--- config.mk ---
export PLATFORM = sky130hd
export DESIGN_NAME = kpn_fifo_param
export DESIGN_NICKNAME = d
export VERILOG_FILES = /design/src/rtl/kpn_fifo_param.sv
export SDC_FILE = /design/constraint.sdc
export NUM_CORES = 1
export LEC_CHECK = 0
export CAP_MARGIN = 5
export CORE_MARGIN = 4
export CORE_UTILIZATION = 25
export DETAILED_ROUTE_END_ITERATION = 6
export GPL_TIMING_DRIVEN = 0
export HOLD_SLACK_MARGIN = 0.05
export PLACE_DENSITY = 0.41
export SLEW_MARGIN = 10
export SYNTH_ARGS = -nofsm -noshare
export SYNTH_HDL_FRONTEND = slang
export SYNTH_SLANG_ARGS = --single-unit
export TNS_END_PERCENT = 30
--- constraint.sdc ---
create_clock -name clk -period 4.35 [get_ports clk]
set_input_delay 1.0875 -clock clk [delete_from_list [all_inputs] [get_ports clk]]
set_output_delay 1.0875 -clock clk [all_outputs]
set_load 0.005 [all_outputs]
--- src/rtl/kpn_fifo_param.sv ---
// Parameterised synchronous FIFO for KPN channels with registered read data and status flags.
// Optional sticky overflow/underflow flags are enabled with the KPN_FIFO_ERR_EN macro.
module kpn_fifo_param #(
    parameter int DATA_WIDTH      = 16,
    parameter int DEPTH           = 8,
    parameter int ALMOST_FULL_TH  = DEPTH - 1,
    parameter int ALMOST_EMPTY_TH = 1
) (
    input  logic                    clk,
    input  logic                    rst_n,
    input  logic                    wr,
    input  logic                    rd,
    input  logic [DATA_WIDTH-1:0]   entry_1,
    output logic [DATA_WIDTH-1:0]   output_1,
    output logic                    valid_1,
    output logic                    full,
    output logic                    empty,
    output logic                    almost_full,
    output logic                    almost_empty,
    output logic [$clog2(DEPTH):0]  count,
    output logic                    overflow,
    output logic                    underflow
);

    localparam int AW = $clog2(DEPTH);
    localparam int CW = AW + 1;

    logic [DATA_WIDTH-1:0] mem [DEPTH];
    logic [AW-1:0]         wr_ptr;
    logic [AW-1:0]         rd_ptr;
    logic                  rd_ok;
    logic                  wr_ok;
    logic [CW-1:0]         count_next;

    // A write into a full FIFO is allowed when a read frees a slot on the same edge.
    always_comb begin
        rd_ok      = rd & ~empty;
        wr_ok      = wr & (~full | rd_ok);
        count_next = count;
        if (wr_ok && !rd_ok) begin
            count_next = count + CW'(1);
        end else if (rd_ok && !wr_ok) begin
            count_next = count - CW'(1);
        end
    end

    always_ff @(posedge clk or negedge rst_n) begin
        if (!rst_n) begin
            wr_ptr       <= '0;
            rd_ptr       <= '0;
            count        <= '0;
            output_1     <= '0;
            valid_1      <= 1'b0;
            empty        <= 1'b1;
            full         <= 1'b0;
            almost_full  <= 1'b0;
            almost_empty <= 1'b1;
        end else begin
            if (wr_ok) begin
                wr_ptr <= wr_ptr + AW'(1);
            end
            if (rd_ok) begin
                rd_ptr   <= rd_ptr + AW'(1);
                output_1 <= mem[rd_ptr];
            end
            valid_1      <= rd_ok;
            count        <= count_next;
            // Flags are derived from the next count so they always agree with count.
            empty        <= (count_next == '0);
            full         <= (count_next == CW'(DEPTH));
            almost_full  <= (int'(count_next) >= ALMOST_FULL_TH);
            almost_empty <= (int'(count_next) <= ALMOST_EMPTY_TH);
        end
    end

    // Storage is deliberately left unreset; stale entries are unreachable once pointers clear.
    always_ff @(posedge clk) begin
        if (wr_ok) begin
            mem[wr_ptr] <= entry_1;
        end
    end

`ifdef KPN_FIFO_ERR_EN
    always_ff @(posedge clk or negedge rst_n) begin
        if (!rst_n) begin
            overflow  <= 1'b0;
            underflow <= 1'b0;
        end else begin
            if (wr && !wr_ok) begin
                overflow <= 1'b1;
            end
            if (rd && !rd_ok) begin
                underflow <= 1'b1;
            end
        end
    end
`else
    assign overflow  = 1'b0;
    assign underflow = 1'b0;
`endif

endmodule

======== Yosys cells after proc, flatten, opt, wreduce, memory -nomap -nowiden ========
Memory sizes are Yosys's and may differ from the RTL's. A register that Yosys moved wholly into a read port is not among the register bits.
Cells that the tools add are included.
operators by class
  add/subtract/negate cells ............... 4
  $mul .................................... 0
  multiplexer cells ....................... 4
  div/mod/pow operators ................... 0
  eq/ne operators ......................... 1
  reductions and logical operators ........ 6
  shift operators ......................... 0
  $lt $le $gt $ge ......................... 2
  bitwise operators ....................... 5
operators by type and width
  cell                   number
  $mux W4                2
  $add A3 B1 Y3 const B  2
  $add A4 B1 Y4 const B  1
  $eq A4 B4 Y1 const B   1
  $ge A4 B3 Y1 const B   1
  $le A4 B1 Y1 const B   1
  $logic_not A4 Y1       1
  $sub A4 B1 Y4 const B  1
  $logic_not A1 Y1       3
  $and A1 B1 Y1          2
  $logic_and A1 B1 Y1    2
  $mux W1                2
  $not A1 Y1             2
  $or A1 B1 Y1           1
word-level totals
  latch bits .............................. 0
  memory bits (writable) .................. 128
  bits in registers ....................... 15
  logic and storage cells ................. 31
  output and inout bits ................... 27
  memory bits (read-only) ................. 0
  memories ................................ 1
memories
  name  depth  width  rd ports  clocked after memory_dff  wr ports  line  source
  mem   8      16     1         1                         1         28    logic [DATA_WIDTH-1:0] mem [DEPTH];

======== Logic depth before layout (Yosys ltp) ========
Gate-level depths: netlist (run 1).
  depth in word-level cells ............... 9
  gate-level depth with buffers ........... 7
  depth with buffers taken out ............ 7

======== Worst setup path after synthesis (run 1) ========
Ideal clock, no wire load.
  path kind ............................... input-to-reg
  from .................................... input rd
  to ...................................... memory mem[1][0] (enable)
  library setup time ...................... 409 ps
  arrival ................................. 2,971 ps
  cell stages on the path ................. 4
  path slack .............................. 970 ps
  cells stage by stage .................... nand2b_1 a21boi_0 nand2_1 nor3_1
between the ends
  cells in the longest elaborated chain, start to end .. 5
ends and longest elaborated chain
  element                        line  source
  start, declared                12    input logic rd,
  $and A1 B1 Y1                  37    rd_ok = rd & ~empty;
  $or A1 B1 Y1                   38    wr_ok = wr & (~full | rd_ok);
  $and A1 B1 Y1                  38
  $mux W1                        78    if (wr_ok) begin
  $mux W1 (not written as such)  79    mem[wr_ptr] <= entry_1;
  end, declared                  28
No other way between the ends.

======== Worst setup path after layout (run 1) ========
  from .................................... input wr
  to ...................................... memory mem[0][8] (enable)
between the ends
  cells in the longest elaborated chain, start to end .. 3
ends and longest elaborated chain
  element                        line  source
  start, declared                11    input logic wr,
  $and A1 B1 Y1                  38
  $mux W1                        78
  $mux W1 (not written as such)  79
No other way between the ends.

==> results.yml, run 1 <==
floorplanning:
  start_util_pct: 25.7
  die_area_mm2: 0.0270
  core_mm2: 0.0238
  num_rows: 56
  io-pin-count: 47
  fp.dieH_um: 164
  fp.dieW_um: 164
routing:
  drc_errors: 0
  post_drt_via_cell_ratio: 4.22
  ant_nets: 0
  firstDrtPassIters: 4
  drt-total-wl_um: 13900
  drt_iter0_drc: 157
  vias: 3024
  wl_per_cell_um: 19.3
grt:
  antenna_found_initial: 0
  track_usage_pct: 11.0
  grt_pass1_wl_um: 20800
  grt_start_max_net_pins: 24
  grt.overflow.total: 0
  grt_pass1_vias: 3252
critical_path:
  critPathRequiredTime_ps: 4480
  path_max_fanout: 7
  path_cells: "clkdlybuf4s50_1, a21boi_0, nand2b_1, nor3_2, buf_4, buf_6"
  cpPeakStageDelay_ps: 630
  r2r-end: "mem[0][8]$_DFFE_PP_"
  critical_path_class: "in2reg"
  slowest_stage: "clkdlybuf4s50_1"
  reg2reg_slack_ps: 1650
  reg2regPathDepth: 6
  start_kind: "input pin"
  critical_path_arrival_ps: 3560
  crit_path_end_kind: "flip-flop"
  r2r_start: "empty$_DFF_PN1_"
sta:
  drv_slew: 0
  setup_violations: 0
  slew_headroom_pct: 47.8
  rsz0062_at_grt: "no"
  layout_setup_ws_ps: 926
  layout_min_cycle_time_ps: 3420
  fin_crit_sh_pct: 78.7
  hold_violations: 0
  skew_ps: 8.66
  max_freq_mhz: 292
  worstMarginPinSlew_ps: 783
synthesis:
  synth_most_common_cell: "edfxtp_1"
  yosys-top-cells-area: "edfxtp_1 63%, dfrtp_1 12%, mux4_2 12%"
  syn_avg_cell_area_um2: 19.7
  synth_top_area_share_pct: 62.8
  ys_warn_count: 0
  yosysTopAreaCell: "edfxtp_1"
  synthCells: 311
  synthTopCellsByCount: "128 x edfxtp_1, 32 x mux4_2, 29 x dfrtp_1, 25 x nand2_1"
  async_flop_share_pct: 19.5
  synth-seq-cells: 159
  synth.distinct_cells: 32
  synth_edf_count: 128
  ys.flop_type: "edfxtp_1"
  ys_seq_area_share_pct: 75.6
  synth_area_mm2: 0.00612
clock_network:
  cts_tree: "done"
  cts-resized-gates: 0
  cts.sinks: 159
  clkSlewWorstSetupHoldPaths_ps: 70
  cts_buffer_depth: 2
  cts.hold.buffers_added: 0
  htreeDepth: 4
  cts_setup_buffers: 0
  clock-root-buffer: "clkbuf_16"
  cts-buffers-inserted: 17
  insertion_delay_ps: 420
power:
  p_int_mw: 3.59
  p_clk_share_pct: 27.3
  power.leakage_nw: 2.62
  pwr_density_cell_mw_per_mm2: 669
  seq_power_share_pct: 41.6
  sw_frac_of_total_pct: 30.3
  power.switching_mw: 1.56
  worst_ir_drop_vdd_v: 0.000241
  pwr-share-comb_pct: 31.1
final_layout:
  insertedDiodeCount: 0
  area_growth_pct: 25.8
  fin_nets: 409
  filler_cell_count: 2264
  fin_cells: 717
  drive_gt1_share_pct: 25.6
  stdcell_area_mm2: 0.00769
worst_hold_path:
  whs_endpoint: "output_1[8]$_DFFE_PN0P_"
  min_from: "output_1[8]$_DFFE_PN0P_"
  min_path_cells: 2
  hp-class: "reg2reg"
run:
  max_cap_violations: 0
placed_design:
  dpl-instance-area_mm2: 0.00713
  hpwlAfterDp_um: 9310
  gp_congestion: 0.713
  portBuffers: 44
  pre_cts_ws_ps: 440
  dp.cells: 685
status:
  status: "finished clean"
[worst max-delay path, delay by kind of cell]
kind | cells | cell delay [ps]
simple gates | 2 | 770
buf+inv | 3 | 1090
compound gates | 1 | 590
[power groups by stage]
stage / sequential (mW) / combinational [mW] / clock, mW
2_1_floorplan: 2.14 / 0.952 / 0
3_3_place_gp: 2.17 / 1.58 / 0
3_5_place_dp: 2.18 / 1.66 / 0
4_1_cts: 2.15 / 1.67 / 1.46
5_1_grt: 2.18 / 1.77 / 1.52
6_report: 2.14 / 1.60 / 1.41
[placed cells by master (no fill, tap or decap), drive strengths merged]
cell type,instances
a21boi,1
a21o,1
a31oi,1
buf,24
bufinv,1
clkbuf,20
clkdlybuf4s50,43
clkinv,3
clkinvlp,6
conb,2
dfrtp,29
dfstp,2
edfxtp,128
ha,4
inv,7
mux2,3
mux2i,17
mux4,32
nand2,25
nand2b,4
nand3,2
nor2,8
nor2b,1
nor3,4
nor3b,1
nor4bb,1
o21ai,17
o22ai,1
o2bb2ai,1
o31a,1
or2,1
xnor2,5
xor2,2
[metal layers]
metal  global-route usage (%)  routed length, um  part of all wire (%)
met4                     2.84                111                  0.80
met2                     18.1               6900                    50
met1                     14.0               6320                    46
met3                     3.62                534                   3.9
met5                        0                  0                     0
[state kept, by name, summed over array words and instances, names as in the netlist]
signal and flops:
mem 128, output_1 16, count 4, rd_ptr 3, wr_ptr 3, almost_empty 1, almost_full 1, empty 1
full 1, valid_1 1
[worst max path at each step]
stage | startpoint | to | depth (start not counted)
after floorplan | rd | mem[1][0]$_DFFE_PP_ | 4
after global placement | rd | mem[1][1]$_DFFE_PP_ | 5
after detailed placement | wr | mem[0][1]$_DFFE_PP_ | 6
after CTS | wr | mem[0][8]$_DFFE_PP_ | 6
after global routing | wr | mem[0][8]$_DFFE_PP_ | 6
final | wr | mem[0][8]$_DFFE_PP_ | 6
[final cells by class]
type | count | area [um2] | area share [%]
clock inverter | 14 | 135 | 1.76
multi-input combinational | 135 | 1440 | 18.7
tap | 319 | 399 | 5.19
buffer | 15 | 80.1 | 1.04
timing repair buffer | 54 | 581 | 7.55
inverter | 3 | 11.3 | 0.146
clock buffer | 18 | 429 | 5.58
sequential | 159 | 4620 | 60.1
[cell families (layout without fill, tap and decap cells)]
kind of cell | Yosys count | count (layout) | share of synthesized area (%)
AO/OA/AOI/OAI | 23 | 23 | 2.15
flip-flops | 159 | 159 | 75.6
AND/OR/NAND/NOR | 47 | 47 | 3.66
adder cells (fa/ha/maj) | 4 | 4 | 0.818
XOR/XNOR | 7 | 7 | 1.00
multiplexers | 52 | 52 | 15.2
buffers and inverters | 18 | 104 | 1.49
other | 1 | 2 | 0.0613
[per-stage QoR]
step / TNS [ps] / total power [mW] / utilization, % / hold slack (ps)
after CTS: 0 / 5.27 / 32.4 / 486
after global routing: 0 / 5.47 / 32.4 / 511
after global placement: -59400 / 3.75 / 29.3 / 477
after detailed placement: 0 / 3.84 / 30.0 / 472
after floorplan: 0 / 3.10 / - / 473
final: 0 / 5.15 / 32.4 / 482
No activity file was read; power rests on OpenSTA's default activity.
==> inputs of run 2 (changes only) <==
clock period = 3.2 ns   (was 4.35 ns; I/O delays follow)
==> results.yml, run 2 (same netlist as run 1, synthesis figures left out) <==
status:
  status: "finished clean"
floorplanning:
  start_util_pct: 25.7
  die_area_mm2: 0.0270
  fp.dieH_um: 164
  io-pin-count: 47
  num_rows: 56
  core_mm2: 0.0238
  fp.dieW_um: 164
grt:
  track_usage_pct: 11.0
  grt_pass1_vias: 3252
  grt.overflow.total: 0
  grt_pass1_wl_um: 20800
  antenna_found_initial: 0
  grt_start_max_net_pins: 24
final_layout:
  largest_register: "mem"
  insertedDiodeCount: 0
  filler_cell_count: 2264
  final_cell_mix: "128 x edfxtp_1, 43 x clkdlybuf4s50_1, 32 x mux4_2"
  drive_gt1_share_pct: 25.6
  largest_reg_flops: 128
  top_regs: "mem x128, output_1 x16, count x4"
  seq_area_mm2: 0.00462
  fin_nets: 409
  multiInputGateArea_mm2: 0.00144
  area_growth_pct: 25.8
  mostFrequentLayoutCell: "edfxtp_1"
power:
  power.leakage_nw: 2.62
  pwr_density_cell_mw_per_mm2: 910
  worst_ir_drop_vdd_v: 0.000328
placed_design:
  portBuffers: 44
  gp_congestion: 0.713
  hpwlAfterDp_um: 9310
  pre_cts_ws_ps: -422
routing:
  drt-total-wl_um: 13900
  firstDrtPassIters: 4
  wl_per_cell_um: 19.3
  ant_nets: 0
  drc_errors: 0
  drt_iter0_drc: 157
  post_drt_via_cell_ratio: 4.21
  vias: 3022
run:
  max_cap_violations: 0
clock_network:
  cts_buffer_depth: 2
  insertion_delay_ps: 420
  clock-root-buffer: "clkbuf_16"
  cts-resized-gates: 0
  cts_setup_buffers: 0
  cts_tree: "done"
  cts.hold.buffers_added: 0
  clkSlewWorstSetupHoldPaths_ps: 70
  cts-buffers-inserted: 17
  cts.sinks: 159
  htreeDepth: 4
sta:
  layout_min_cycle_time_ps: 2930
  max_freq_mhz: 341
  hold_slack_ps: 247
  slew_headroom_pct: 47.8
  skew_ps: 7.97
  setup_violations: 0
  fin_crit_sh_pct: 91.6
  layout_setup_ws_ps: 268
  hold_violations: 0
  worstMarginPinSlew_ps: 783
  drv_slew: 0
  rsz0062_at_grt: "no"
worst_hold_path:
  hp-class: "in2async"
critical_path:
  critical_path_class: "in2reg"
  critPathRequiredTime_ps: 3330
  crit_start: "wr"
  r2r_start: "empty$_DFF_PN1_"
  path_max_fanout: 7
  reg2reg_slack_ps: 710
  crit_path_end_kind: "flip-flop"
  r2r-end: "mem[0][8]$_DFFE_PP_"
  start_kind: "input pin"
  endpoint: "mem[0][8]$_DFFE_PP_"
  reg2regPathDepth: 6
  critical_path_arrival_ps: 3060
## run 2: cell counts in the layout (fill, tap and decap cells not counted)
Identical to the previous run, type by type.
## run 2: how the worst min path moves through the flow
stage / from / end / slack, ps / cells past startpoint
after floorplan: output_1[0]$_DFFE_PN0P_ / output_1[0]$_DFFE_PN0P_ / 470 / 2
after global placement: output_1[5]$_DFFE_PN0P_ / output_1[5]$_DFFE_PN0P_ / 480 / 2
after detailed placement: output_1[8]$_DFFE_PN0P_ / output_1[8]$_DFFE_PN0P_ / 470 / 2
after CTS: rst_n / output_1[11]$_DFFE_PN0P_ / 230 / 1
after global routing: rst_n / output_1[10]$_DFFE_PN0P_ / 230 / 1
final: rst_n / output_1[8]$_DFFE_PN0P_ / 250 / 1
## run 2: power by group
part           leakage, nW  switching, mW  internal, mW  total, mW
registers             1.53          0.207          2.70       2.91
clock network        0.257          0.834          1.08       1.92
logic                0.826           1.08          1.10       2.18
## run 2: per-layer routing
| metal | vias up | share of wire (%) | track usage, % |
|---|---|---|---|
| li1 | 1370 | - | - |
| met4 | 0 | 0.80 | 2.84 |
| met5 | - | 0 | 0 |
| met1 | 1590 | 46 | 14.0 |
| met2 | 52 | 50 | 18.1 |
| met3 | 10 | 3.9 | 3.62 |
## run 2: final cells by class
class | count | share of cell area (%)
clock inverters | 14 | 1.76
repair buffers | 54 | 7.55
clock buffers | 18 | 5.58
multi-input cells | 135 | 18.7
well taps | 319 | 5.19
flip-flops and latches | 159 | 60.1
inverters | 3 | 0.146
plain buffers | 15 | 1.04
## run 2: critical path, cell delays in order
cell and delay [ps]:
clkdlybuf4s50_1 630, a21boi_1 440, nand2b_1 240, nor3_2 480, buf_4 290, buf_6 170
## run 2: per-stage QoR
stage               TNS (ps)  area (um2)  power, mW  utilization [%]  cells
floorplan                  0        6120       4.21                -    312
global placement     -169800        6960       5.10             29.3    675
detailed placement    -25730        7130       5.22             30.0    685
CTS                        0        7690       7.17             32.4    717
global route               0        7690       7.43             32.4    717
finish                     0        7690       7.00             32.4    717
==> inputs of run 3 (changes only) <==
PLACE_DENSITY = 0.42   (was 0.41)
clock period = 2.55 ns   (was 3.2 ns; I/O delays follow)
==> results.yml, run 3 (same netlist as run 1, synthesis figures left out) <==
floorplanning:
  die_area_mm2: 0.0270
  num_rows: 56
  core_mm2: 0.0238
  io-pin-count: 47
  start_util_pct: 25.7
  fp.dieW_um: 164
  fp.dieH_um: 164
clock_network:
  cts.hold.buffers_added: 0
  cts_buffer_depth: 2
  htreeDepth: 4
  clock-root-buffer: "clkbuf_16"
  cts_tree: "done"
  cts-buffers-inserted: 17
  clkSlewWorstSetupHoldPaths_ps: 60
  insertion_delay_ps: 420
  cts.sinks: 159
routing:
  firstDrtPassIters: 4
  drt-total-wl_um: 13700
  drc_errors: 0
  post_drt_via_cell_ratio: 4.16
  ant_nets: 0
  vias: 2992
  wl_per_cell_um: 19.1
  drt_iter0_drc: 160
final_layout:
  largest_reg_flops: 128
  final_cell_mix: "128 x edfxtp_1, 43 x clkdlybuf4s50_1, 32 x mux4_2"
  insertedDiodeCount: 0
  area_growth_pct: 27.6
  filler_cell_count: 2270
  top_regs: "mem x128, output_1 x16, count x4"
  drive_gt1_share_pct: 26.4
  largest_register: "mem"
  stdcell_area_mm2: 0.00781
  fin_nets: 412
  mostFrequentLayoutCell: "edfxtp_1"
  final_core_util_pct: 32.9
status:
  status: "finished clean"
critical_path:
  critPathRequiredTime_ps: 2680
  path_max_fanout: 11
  critical_path_arrival_ps: 2610
  r2r_start: "empty$_DFF_PN1_"
  critical_path_class: "in2reg"
  r2r-end: "mem[4][8]$_DFFE_PP_"
  start_kind: "input pin"
  reg2reg_slack_ps: 330
  crit_path_end_kind: "flip-flop"
  reg2regPathDepth: 5
power:
  pwr_density_cell_mw_per_mm2: 1150
  worst_ir_drop_vdd_v: 0.000418
  power.leakage_nw: 2.69
  power_mw: 9.01
sta:
  fin_crit_sh_pct: 97.0
  worstMarginPinSlew_ps: 767
  rsz0062_at_grt: "yes"
  hold_violations: 0
  skew_ps: 6.50
  max_freq_mhz: 404
  layout_min_cycle_time_ps: 2470
  layout_setup_ws_ps: 75.6
  slew_headroom_pct: 48.9
  drv_slew: 0
  setup_violations: 0
worst_hold_path:
  hp-class: "in2async"
grt:
  antenna_found_initial: 0
  track_usage_pct: 10.9
  grt_pass1_vias: 3343
  grt_start_max_net_pins: 32
  grt_pass1_wl_um: 20800
  grt.overflow.total: 0
placed_design:
  gp_congestion: 0.706
  hpwlAfterDp_um: 9080
  portBuffers: 44
  pre_cts_ws_ps: -1000
  dpl-instance-area_mm2: 0.00712
run:
  max_cap_violations: 0
## run 3: worst max path at each step
stage / from / end / slack, ps / cells past startpoint
after global routing: rd / mem[4][13]$_DFFE_PP_ / -50 / 6
after global placement: rd / mem[0][8]$_DFFE_PP_ / -2550 / 5
after floorplan: rd / mem[0][0]$_DFFE_PP_ / -380 / 4
after detailed placement: wr / mem[5][15]$_DFFE_PP_ / -1000 / 5
final: rd / mem[4][8]$_DFFE_PP_ / 80 / 6
after CTS: wr / mem[7][2]$_DFFE_PP_ / 10 / 5
## run 3: stage by stage
step	std cells	setup TNS (ps)	hold slack, ps
after global routing	720	-889	347
final	720	0	284
after detailed placement	683	-94030	478
after floorplan	312	-6040	342
after CTS	718	0	332
after global placement	675	-210250	476
## run 3: routing by layer
layer / GRT usage, % / wire length (um)
met1: 14.2 / 6220
met2: 17.7 / 6710
met3: 2.94 / 594
met4: 3.74 / 191
met5: 0 / 0
## run 3: final cells by class
class / instances / area, um2 / share of cell area [%]
Buffer: 15 / 80.1 / 1.03
Clock buffer: 21 / 470 / 6.03
Clock inverter: 11 / 128 / 1.63
Inverter: 3 / 11.3 / 0.144
Multi-Input combinational cell: 135 / 1470 / 18.8
Sequential cell: 159 / 4620 / 59.2
Tap cell: 319 / 399 / 5.11
Timing Repair Buffer: 57 / 628 / 8.05
## run 3: worst max-delay path, cell delays in order
cell,delay [ps]
clkdlybuf4s50_1,480
nand2b_1,170
a21boi_2,320
nand2b_1,260
nor2_2,510
buf_16,220
## run 3: power breakdown
group	total (mW)	switching [mW]	internal, mW
clock	2.53	1.00	1.53
combinational	2.80	1.38	1.42
sequential	3.68	0.291	3.39
total	9.01	2.67	6.35
## run 3: what timing repair did
action / in CTS / in global routing
gates resized for setup: 5 / 1
pin swaps: 1 / 1
setup buffers: 3 / 2
setup endpoints to repair: 128 / 48
